### src/rtl/operand_feeder.sv
// operand_feeder: reads K columns from eight row banks (memA rows 0..3, memB
// rows 0..3) and feeds them as a diagonally skewed operand stream into the
// west and north edges of a 4x4 systolic array. Lane r is delayed r cycles
// relative to lane 0. Slots that carry no real element are driven to zero.
// Optional build macro FEEDER_PERF_EN adds a saturating busy-cycle counter
// on port perf_cycles.
module operand_feeder (
  input  logic        clk,
  input  logic        rst,
  input  logic        ap_start,
  input  logic [4:0]  len,
  input  logic [7:0]  base_col,
  output logic        rd_en,
  output logic [7:0]  rd_col,
  input  logic [15:0] a_row0,
  input  logic [15:0] a_row1,
  input  logic [15:0] a_row2,
  input  logic [15:0] a_row3,
  input  logic [15:0] b_row0,
  input  logic [15:0] b_row1,
  input  logic [15:0] b_row2,
  input  logic [15:0] b_row3,
  output logic [15:0] a_out0,
  output logic [15:0] a_out1,
  output logic [15:0] a_out2,
  output logic [15:0] a_out3,
  output logic [15:0] b_out0,
  output logic [15:0] b_out1,
  output logic [15:0] b_out2,
  output logic [15:0] b_out3,
  output logic        valid_out,
  output logic        busy,
  output logic        done
`ifdef FEEDER_PERF_EN
  ,
  output logic [15:0] perf_cycles
`endif
);

  typedef enum logic [1:0] {S_IDLE, S_READ, S_DRAIN, S_DONE} state_e;

  // The last element leaves lane 3 five cycles after its read cycle.
  localparam logic [4:0] DRAIN_LAST = 5'd4;

  state_e      state_q, state_d;
  logic [4:0]  cnt_q, cnt_d;
  logic [4:0]  len_q, len_d;
  logic [7:0]  base_q, base_d;
  // rd_hist_q[k] is rd_en delayed by k+1 cycles; bit 0 marks bank data valid.
  logic [4:0]  rd_hist_q;
  logic        start_acc;

  assign start_acc = (state_q == S_IDLE) && ap_start;

  // Next-state and counter logic for the read/drain sequencer.
  always_comb begin
    // NOTE: every variable gets a default first so no path leaves it unassigned (no latches).
    state_d = state_q;
    cnt_d   = cnt_q;
    len_d   = len_q;
    base_d  = base_q;
    unique case (state_q)
      S_IDLE: begin
        if (ap_start) begin
          len_d   = len;
          base_d  = base_col;
          cnt_d   = '0;
          state_d = (len == 5'd0) ? S_DONE : S_READ;
        end
      end
      S_READ: begin
        if (cnt_q == len_q - 5'd1) begin
          cnt_d   = '0;
          state_d = S_DRAIN;
        end else begin
          cnt_d = cnt_q + 5'd1;
        end
      end
      S_DRAIN: begin
        if (cnt_q == DRAIN_LAST) begin
          cnt_d   = '0;
          state_d = S_DONE;
        end else begin
          cnt_d = cnt_q + 5'd1;
        end
      end
      S_DONE:  state_d = S_IDLE;
      default: state_d = S_IDLE;
    endcase
  end

  // Sequencer state, latched instruction fields and read-strobe history.
  always_ff @(posedge clk) begin
    // NOTE: sequential state uses non-blocking assignments so all registers update together.
    if (rst) begin
      state_q   <= S_IDLE;
      cnt_q     <= '0;
      len_q     <= '0;
      base_q    <= '0;
      rd_hist_q <= '0;
    end else begin
      state_q   <= state_d;
      cnt_q     <= cnt_d;
      len_q     <= len_d;
      base_q    <= base_d;
      rd_hist_q <= {rd_hist_q[3:0], rd_en};
    end
  end

  assign rd_en     = (state_q == S_READ);
  assign rd_col    = base_q + {3'b000, cnt_q};  // wraps modulo 256
  assign busy      = (state_q == S_READ) || (state_q == S_DRAIN);
  assign done      = (state_q == S_DONE);
  assign valid_out = |rd_hist_q[4:1];

  logic [15:0] a_in [4];
  logic [15:0] b_in [4];
  logic [15:0] a_lane [4];
  logic [15:0] b_lane [4];

  assign a_in[0] = a_row0;
  assign a_in[1] = a_row1;
  assign a_in[2] = a_row2;
  assign a_in[3] = a_row3;
  assign b_in[0] = b_row0;
  assign b_in[1] = b_row1;
  assign b_in[2] = b_row2;
  assign b_in[3] = b_row3;

  for (genvar r = 0; r < 4; r++) begin : g_lane
    logic [15:0] a_sr_q [0:r];
    logic [15:0] b_sr_q [0:r];

    // Capture bank data only when a read was issued, then delay lane r by r cycles.
    always_ff @(posedge clk) begin
      if (rst) begin
        // NOTE: the skew arrays are reset element by element; stale operands must not leak into the array.
        for (int k = 0; k <= r; k++) begin
          a_sr_q[k] <= '0;
          b_sr_q[k] <= '0;
        end
      end else begin
        a_sr_q[0] <= rd_hist_q[0] ? a_in[r] : 16'd0;
        b_sr_q[0] <= rd_hist_q[0] ? b_in[r] : 16'd0;
        for (int k = 1; k <= r; k++) begin
          a_sr_q[k] <= a_sr_q[k-1];
          b_sr_q[k] <= b_sr_q[k-1];
        end
      end
    end

    assign a_lane[r] = a_sr_q[r];
    assign b_lane[r] = b_sr_q[r];
  end

  assign a_out0 = a_lane[0];
  assign a_out1 = a_lane[1];
  assign a_out2 = a_lane[2];
  assign a_out3 = a_lane[3];
  assign b_out0 = b_lane[0];
  assign b_out1 = b_lane[1];
  assign b_out2 = b_lane[2];
  assign b_out3 = b_lane[3];

`ifdef FEEDER_PERF_EN
  logic [15:0] perf_q;

  // Busy-cycle counter: cleared on accepted start, saturates, holds when idle.
  always_ff @(posedge clk) begin
    if (rst) begin
      perf_q <= '0;
    end else if (start_acc) begin
      perf_q <= '0;
    end else if (busy && (perf_q != 16'hFFFF)) begin
      perf_q <= perf_q + 16'd1;
    end
  end

  assign perf_cycles = perf_q;
`endif

endmodule

### config.mk
export PLATFORM = sky130hd
export DESIGN_NAME = operand_feeder
export DESIGN_NICKNAME = d
export VERILOG_FILES = /design/src/rtl/operand_feeder.sv
export SDC_FILE = /design/constraint.sdc
export NUM_CORES = 1
export LEC_CHECK = 0
export CAP_MARGIN = 20
export CORE_ASPECT_RATIO = 1.75
export CORE_MARGIN = 2
export CORE_UTILIZATION = 45
export DETAILED_ROUTE_END_ITERATION = 8
export PLACE_DENSITY_LB_ADDON = 0.3
export SYNTH_ARGS = -nofsm -noshare
export SYNTH_HDL_FRONTEND = slang
export SYNTH_SLANG_ARGS = --single-unit
### constraint.sdc
create_clock -name clk -period 2.7 [get_ports clk]
set_clock_uncertainty 0.2 [all_clocks]
set_input_delay 0.675 -clock clk [delete_from_list [all_inputs] [get_ports clk]]
set_output_delay 0.675 -clock clk [all_outputs]
set_load 0.1 [all_outputs]
Word level (Yosys, flattened, before mapping) --
Memories as Yosys holds them, arrays and structs flattened. Index checks and enable logic that the tools add are counted.
Storage, ports and cells: register bits 25, bits in latches 0, RAM bits 320, bits in read-only memories 0, input port bits 144, output and inout bits 140, word-level logic and storage cells 94, memories kept 8
Memory list:
- g_lane[3].a_sr_q | depth 4, width 16, read ports 4, clocked after memory_dff 0, write ports 4, RTL line 131 | logic [15:0] a_sr_q [0:r];
- g_lane[3].b_sr_q | depth 4, width 16, read ports 4, clocked after memory_dff 0, write ports 4, RTL line 132 | logic [15:0] b_sr_q [0:r];
- g_lane[2].a_sr_q | depth 3, width 16, read ports 3, clocked after memory_dff 0, write ports 3, RTL line 131
- g_lane[2].b_sr_q | depth 3, width 16, read ports 3, clocked after memory_dff 0, write ports 3, RTL line 132
- g_lane[1].a_sr_q | depth 2, width 16, read ports 2, clocked after memory_dff 0, write ports 2, RTL line 131
- g_lane[1].b_sr_q | depth 2, width 16, read ports 2, clocked after memory_dff 0, write ports 2, RTL line 132
- +2 memories
Cells by class: $add $sub $neg 3, $mul 0, divide/modulo/power cells 0, order comparisons 0, equal/unequal tests 8, shift-type cells 0, mux-type cells 42, bitwise logic cells 18, reduce and logical (&&, ||, !) cells 10
Operator list (count):
- 16-bit 2-to-1 mux | 28
- 16-bit OR reduction | 2
- 1-bit OR | 18
- 5-bit 2-to-1 mux | 3
- 5-bit one-hot mux with 3 select lines | 1
- 8-bit by 5-bit adder with 8-bit output | 1
- 2-bit 2-to-1 mux | 4
- 2-bit one-hot mux with 4 select lines | 1
- 5-bit by 1-bit adder with 5-bit output (second input constant) | 1
- 5-bit by 3-bit equality test with 1-bit output (second input constant) | 1
- 5-bit equality test | 1
- 5-bit logical NOT | 1
- 1-bit 2-to-1 mux | 5
- 5-bit by 1-bit subtractor with 5-bit output (second input constant) | 1
- 2-bit equality test (second input constant) | 2
- 2-bit inequality test (second input constant) | 2
- 2-bit AND reduction | 2
- 4-bit OR reduction | 1
- 3-bit AND reduction | 1
- 3-bit nonzero test | 1
- 2-bit by 1-bit equality test with 1-bit output (second input constant) | 1
- 2-bit logical NOT | 1
- 2-bit by 1-bit inequality test with 1-bit output (second input constant) | 1
- 1-bit logical OR | 1

Depth between registers and ports, before layout --
Gate-level depths: netlist of run 1.
depth in word-level cells 4, depth in mapped cells 8, mapped depth without buffers 8

Least setup slack after synthesis of run 1 --
OpenSTA, ideal clock, no wires.
kind register -> output, from register cnt_q[1], to output port rd_col[7], data arrival time 4626 ps, data required time 1825 ps, path slack -2801 ps, stages on the path, launching flop included 6, buffers on the path 0, path through dfxtp_1 ha_1 a21o_1 a21oi_1 o21ai_0 o311ai_0
On the way: longest elaborated chain between the ends 1
Ends and longest elaborated chain:
- from (decl) | RTL line 46 | logic [4:0] cnt_q, cnt_d;
- from (signal assigned) | RTL line 103 | cnt_q <= cnt_d;
- 8-bit by 5-bit adder with 8-bit output | RTL line 111 | assign rd_col = base_q + {3'b000, cnt_q};
- to (decl) | RTL line 14 | output logic [7:0] rd_col,
No other way between the ends.

Worst setup path after layout of run 1 --
from register cnt_q[1], to output port rd_col[6]
The elaborated chain is that of the path after synthesis.

==> flow_summary.yaml, run 1 <==
outcome:
  status: "finished with violations"
  violations: "setup timing"
placed_design:
  hpwl_um: 13700
  dp_slack_ns: -0.0670
  placedInstanceArea_sq_um: 13100
  dp.cells: 1422
  place.gp.congestion: 0.854
  io_buffers: 283
cts:
  cts_root_buffer: "clkbuf_16"
  htree_levels: 1
  clkTransAtPathRegs_ns: 0.07
  cts_sinks: 345
  clk_path_buf_depth: 3
  insertion_delay_ns: 0.55
  cts_tree: "yes"
  cts_hold_buf: 0
  cts_made_buffers: 30
detailed_routing:
  first_iter_violations: 234
  vias: 6290
  drtPass1Iterations: 4
  viasPerCell: 4.26
  wl_per_cell_um: 13.1
  ant_nets: 0
  drc: 0
  drt-total-wl_um: 19300
setup_path:
  worstPathArrival_ns: 2.28
  path_class: "flop to primary output"
  r2r_slack_ns: 0.46
  r2r_end: "cnt_q[1]"
  path_max_fanout: 3
  worstPathRequired_ns: 1.82
  reg2reg_depth: 7
  regToRegStartpoint: "len_q[0]"
  end_kind: "primary output"
  crit_path_start_kind: "flop"
floorplan:
  die_h_um: 208
  start_util_pct: 45.9
  core-area_sq_um: 23400
  rows: 74
  io_pins: 284
  die_x_um: 121
  die_area_sq_um: 25200
synth:
  synthArstFlopShare_pct: 0
  netlist_area_sq_um: 10700
  ys.flop_type: "dfxtp_1"
  synth-seq-area-share_pct: 64.3
  yosysWarnings: 0
  ys_types: 36
  synth-seq-cells: 345
  avgSynthCellArea_sq_um: 11.2
  synth_edf_count: 0
  syn-num-nets: 1114
  syn_inst: 957
pwr:
  p_total_mw: 12.1
  vdd_drop_max_mv: 0.679
  p_per_area_nw_per_um2: 847
  p_leak_nw: 5.96
timing:
  worst_pin_slew_ns: 0.817
  rsz0062_at_grt: "true"
  fin_setup_tns_ns: -1.71
  fin_ws_ns: -0.452
  final-max-slew-violation-count: 0
  slew_headroom_pct: 45.5
  setup_viol: 6
  hold_violations: 0
  period_minus_slack_ns: 3.15
  timing.hold.ws_ns: 0.212
  fmax_ghz: 0.317
  fin_crit_sh_pct: 117
cells_and_area:
  layoutNonFillerInstCount: 1477
  layout.nets: 1307
  fillers: 1847
  num_antenna_cells: 0
  final_area_sq_um: 14200
  layout_common_cells: "dfxtp_1 (342), nor2b_1 (198), buf_4 (144), clkdlybuf4s50_1 (142), and2_1 (129)"
  mostFrequentLayoutCell: "dfxtp_1"
  final_util_pct: 60.8
  syn_to_final_growth_pct: 32.5
  drive_gt1_share_pct: 20.2
global_route:
  track_usage_pct: 15.0
  grt_pass1_wl_um: 30300
  grt_pass1_vias: 6156
  antenna_found_initial: 0
  grt_start_max_net_pins: 85
  overflow: 0
flow_run:
  maxCapViolCount: 0
hold_path:
  hold_depth: 2
  hp-class: "input port to flop"
  min-delay-start: "rst"
  hold_path_end: "state_q[1]"
==> sequential cells by signal, indices dropped and copies added, names as in the netlist <==
| signal | cells |
|---|---|
| state_q | 2 |
| g_lane.b_sr_q | 160 |
| cnt_q | 5 |
| base_q | 8 |
| len_q | 5 |
| g_lane.a_sr_q | 160 |
| rd_hist_q | 5 |
==> layout make-up <==
type	instances	area, sq um	area share [%]
inverter	14	52.6	0.369
tap	304	380	2.67
multi-input combinational	460	3070	21.6
clock inverter	17	243	1.70
clock buffer	38	831	5.83
sequential	345	6910	48.5
timing repair buffer	299	2750	19.3
==> power breakdown <==
group	switching [mW]	internal (mW)	leakage [nW]
Clock	1.84	2.67	0.504
Combinational	1.36	0.761	2.67
Sequential	0.0943	5.33	2.79
==> logic make-up after synthesis <==
logic type	count (synthesis)	share of synthesized area [%]
buffers and inverters	152	8.81
AND/OR/NAND/NOR	394	21.9
XOR/XNOR	13	1.06
flip-flops	345	64.3
AO/OA/AOI/OAI	40	2.42
adder cells (fa/ha/maj)	13	1.58
==> per-layer routing <==
layer | global-route usage, % | vias up | part of all wire (%)
li1 | - | 3225 | -
met1 | 15.0 | 2791 | 36
met2 | 27.2 | 228 | 51
met3 | 5.70 | 46 | 9.3
met4 | 6.58 | 0 | 3.3
met5 | 0 | - | 0
==> Yosys cell counts (all sizes together), types with 4 or more instances <==
cell type,number,area (sq um)
nor2,5,18.8
buf,99,747
and2,129,807
nand2,42,158
nor3,4,20.0
o21ai,8,40.0
xor2,4,35.0
a21oi,17,85.1
nand3,6,30.0
clkbuf,39,148
dfxtp,345,6910
ha,12,150
nor2b,200,1250
inv,14,52.6
o31ai,4,30.0
xnor2,9,78.8
==> critical path: stages, from the launching register on <==
cell and delay, ns:
dfxtp_2 0.38, inv_1 0.09, fa_2 0.40, nor2b_2 0.14, o21ai_2 0.08, a21boi_2 0.17
o21ai_2 0.11, xnor2_4 0.17, buf_12 0.19
==> repair_timing <==
action,in CTS,in global routing
buffers inserted,2,0
gates resized for setup,10,3
endpoints found under the setup margin,7,7
pin swaps,12,6
==> worst max-delay path by stage <==
| stage | start | to | cells after the start |
|---|---|---|---|
| detailed placement | base_q[0] | rd_col[6] | 9 |
| finish | cnt_q[1] | rd_col[6] | 8 |
| global placement | base_q[0] | rd_col[6] | 9 |
| global route | cnt_q[0] | rd_col[6] | 9 |
| CTS | cnt_q[0] | rd_col[6] | 9 |
| floorplan | cnt_q[1] | rd_col[7] | 5 |
(Power assumes the default switching activity.)
==> inputs of run 2 (changes only) <==
MAX_ROUTING_LAYER = met4   (was unset)
==> run 2 against run 1 <==
The run still ends with setup timing left. Final cell count is the same. First-iteration DRC count increased by 3.4%. Critical path depth unchanged. Critical endpoint unchanged. Cell area unchanged. Register-to-register slack improved by 0.02 ns. Via count rose by 0.21%. Largest power group unchanged. Die area stayed put. Clock-buffer cell count did not move. Largest cell class unchanged. Non-clock buffer count stayed put. Core utilization did not move. Worst hold slack worse by 0.0036 ns. Routed wire length is 0.56% higher.
==> flow_summary.yaml, run 2 (synthesized netlist as in run 1, its figures left out) <==
floorplan:
  rows: 74
  die_area_sq_um: 25200
  die_h_um: 208
  die_x_um: 121
  io_pins: 284
  start_util_pct: 45.9
  core-area_sq_um: 23400
global_route:
  overflow: 0
  use_met3_pct: 4.96
  grt_pass1_wl_um: 30200
  use_met1_pct: 15.5
  antenna_found_initial: 0
  track_usage_pct: 15.5
  grt_start_max_net_pins: 85
  busiest_layer: "met2"
  use_met2_pct: 27.3
  grt_pass1_vias: 6165
cells_and_area:
  mostFrequentLayoutCell: "dfxtp_1"
  layoutNonFillerInstCount: 1477
  final_util_pct: 60.8
  layout.nets: 1307
  final_area_sq_um: 14200
  num_antenna_cells: 0
  drive_gt1_share_pct: 20.2
  fillers: 1847
  syn_to_final_growth_pct: 32.5
  reg.largest.list: "g_lane.a_sr_q (160), g_lane.b_sr_q (160), base_q (8)"
  layout_common_cells: "dfxtp_1 (342), nor2b_1 (198), buf_4 (144), clkdlybuf4s50_1 (142), and2_1 (129)"
pwr:
  vdd_drop_max_mv: 0.679
  p_per_area_nw_per_um2: 847
  p_leak_nw: 5.96
timing:
  fin_crit_sh_pct: 117
  timing.hold.ws_ns: 0.208
  final-max-slew-violation-count: 0
  slew_headroom_pct: 45.1
  setup_viol: 6
  worst_pin_slew_ns: 0.823
  period_minus_slack_ns: 3.16
  fmax_ghz: 0.317
  hold_violations: 0
  rsz0062_at_grt: "true"
  fin_ws_ns: -0.458
cts:
  clk_path_buf_depth: 3
  cts_hold_buf: 0
  cts_made_buffers: 30
  insertion_delay_ns: 0.55
  cts_sinks: 345
  htree_levels: 1
  cts_root_buffer: "clkbuf_16"
  cts_tree: "yes"
  clkTransAtPathRegs_ns: 0.07
detailed_routing:
  drc: 0
  ant_nets: 0
  vias: 6303
  viasPerCell: 4.27
  drtPass1Iterations: 4
  wl_per_cell_um: 13.1
  drt-total-wl_um: 19400
  first_iter_violations: 242
setup_path:
  path_max_fanout: 3
  worstPathArrival_ns: 2.28
  end_kind: "primary output"
  crit_path_start_kind: "flop"
  path_class: "flop to primary output"
  worstPathRequired_ns: 1.82
placed_design:
  hpwl_um: 13700
  place.gp.congestion: 0.868
  placedInstanceArea_sq_um: 13100
  dp_slack_ns: -0.0670
  dp.cells: 1422
  io_buffers: 283
outcome:
  status: "finished with violations"
  violations: "setup timing"
flow_run:
  maxCapViolCount: 0
hold_path:
  hp-class: "input port to flop"
run 2: cell counts in the layout (fill, tap and decap cells not counted):
No cell type changed its count.
run 2: critical path, stage by stage (launching register included):
cell and delay (ns):
dfxtp_2 0.38, inv_1 0.09, fa_2 0.40, nor2b_2 0.14
o21ai_2 0.08, a21boi_2 0.17, o21ai_2 0.11, xnor2_4 0.17
buf_12 0.19
run 2: through the flow:
stage | setup TNS [ns] | power [mW]
after floorplan | -0.670 | 6.99
after global placement | -0.00200 | 7.63
after detailed placement | -0.0670 | 7.65
after CTS | -1.96 | 12.2
after global routing | -2.34 | 12.5
final | -1.73 | 12.1
run 2: path summary, 6_finish.rpt:
kind | from | endpoint | slack (ns) | cells past startpoint
max reg2reg | len_q[0] | cnt_q[1] | 0.48 | 7
min | rst | state_q[1] | 0.21 | 2
max | cnt_q[1] | rd_col[6] | -0.46 | 8
min reg2reg | g_lane[3].b_sr_q[0][22] | g_lane[3].b_sr_q[0][38] | 0.23 | 1
run 2: layout make-up:
class / count / area (sq um) / area share (%)
Sequential cell: 345 / 6910 / 48.5
Timing Repair Buffer: 299 / 2750 / 19.3
Clock inverter: 17 / 243 / 1.70
Multi-Input combinational cell: 460 / 3070 / 21.6
Inverter: 14 / 52.6 / 0.369
Clock buffer: 38 / 831 / 5.83
Tap cell: 304 / 380 / 2.67
run 2: layer usage:
layer | wire, um | vias up
met4 | 609 | 0
li1 | - | 3225
met3 | 1610 | 43
met2 | 9940 | 226
met5 | 0 | -
met1 | 7230 | 2809
run 2: timing repair:
action,CTS,global route
endpoints found under the setup margin,7,7
resized for setup,10,3
pin swaps,12,6
buffers inserted,2,0
run 2: where the power goes:
part | switching, mW | internal, mW | leakage (nW)
Clock | 1.84 | 2.67 | 0.504
Combinational | 1.37 | 0.761 | 2.67
Sequential | 0.0945 | 5.33 | 2.79
Total | 3.30 | 8.76 | 5.96
==> inputs of run 3 (changes only) <==
CAP_MARGIN = unset   (was 20)
==> results of run 3 <==
Final layout, timing and power as in run 2 (identical DEF).
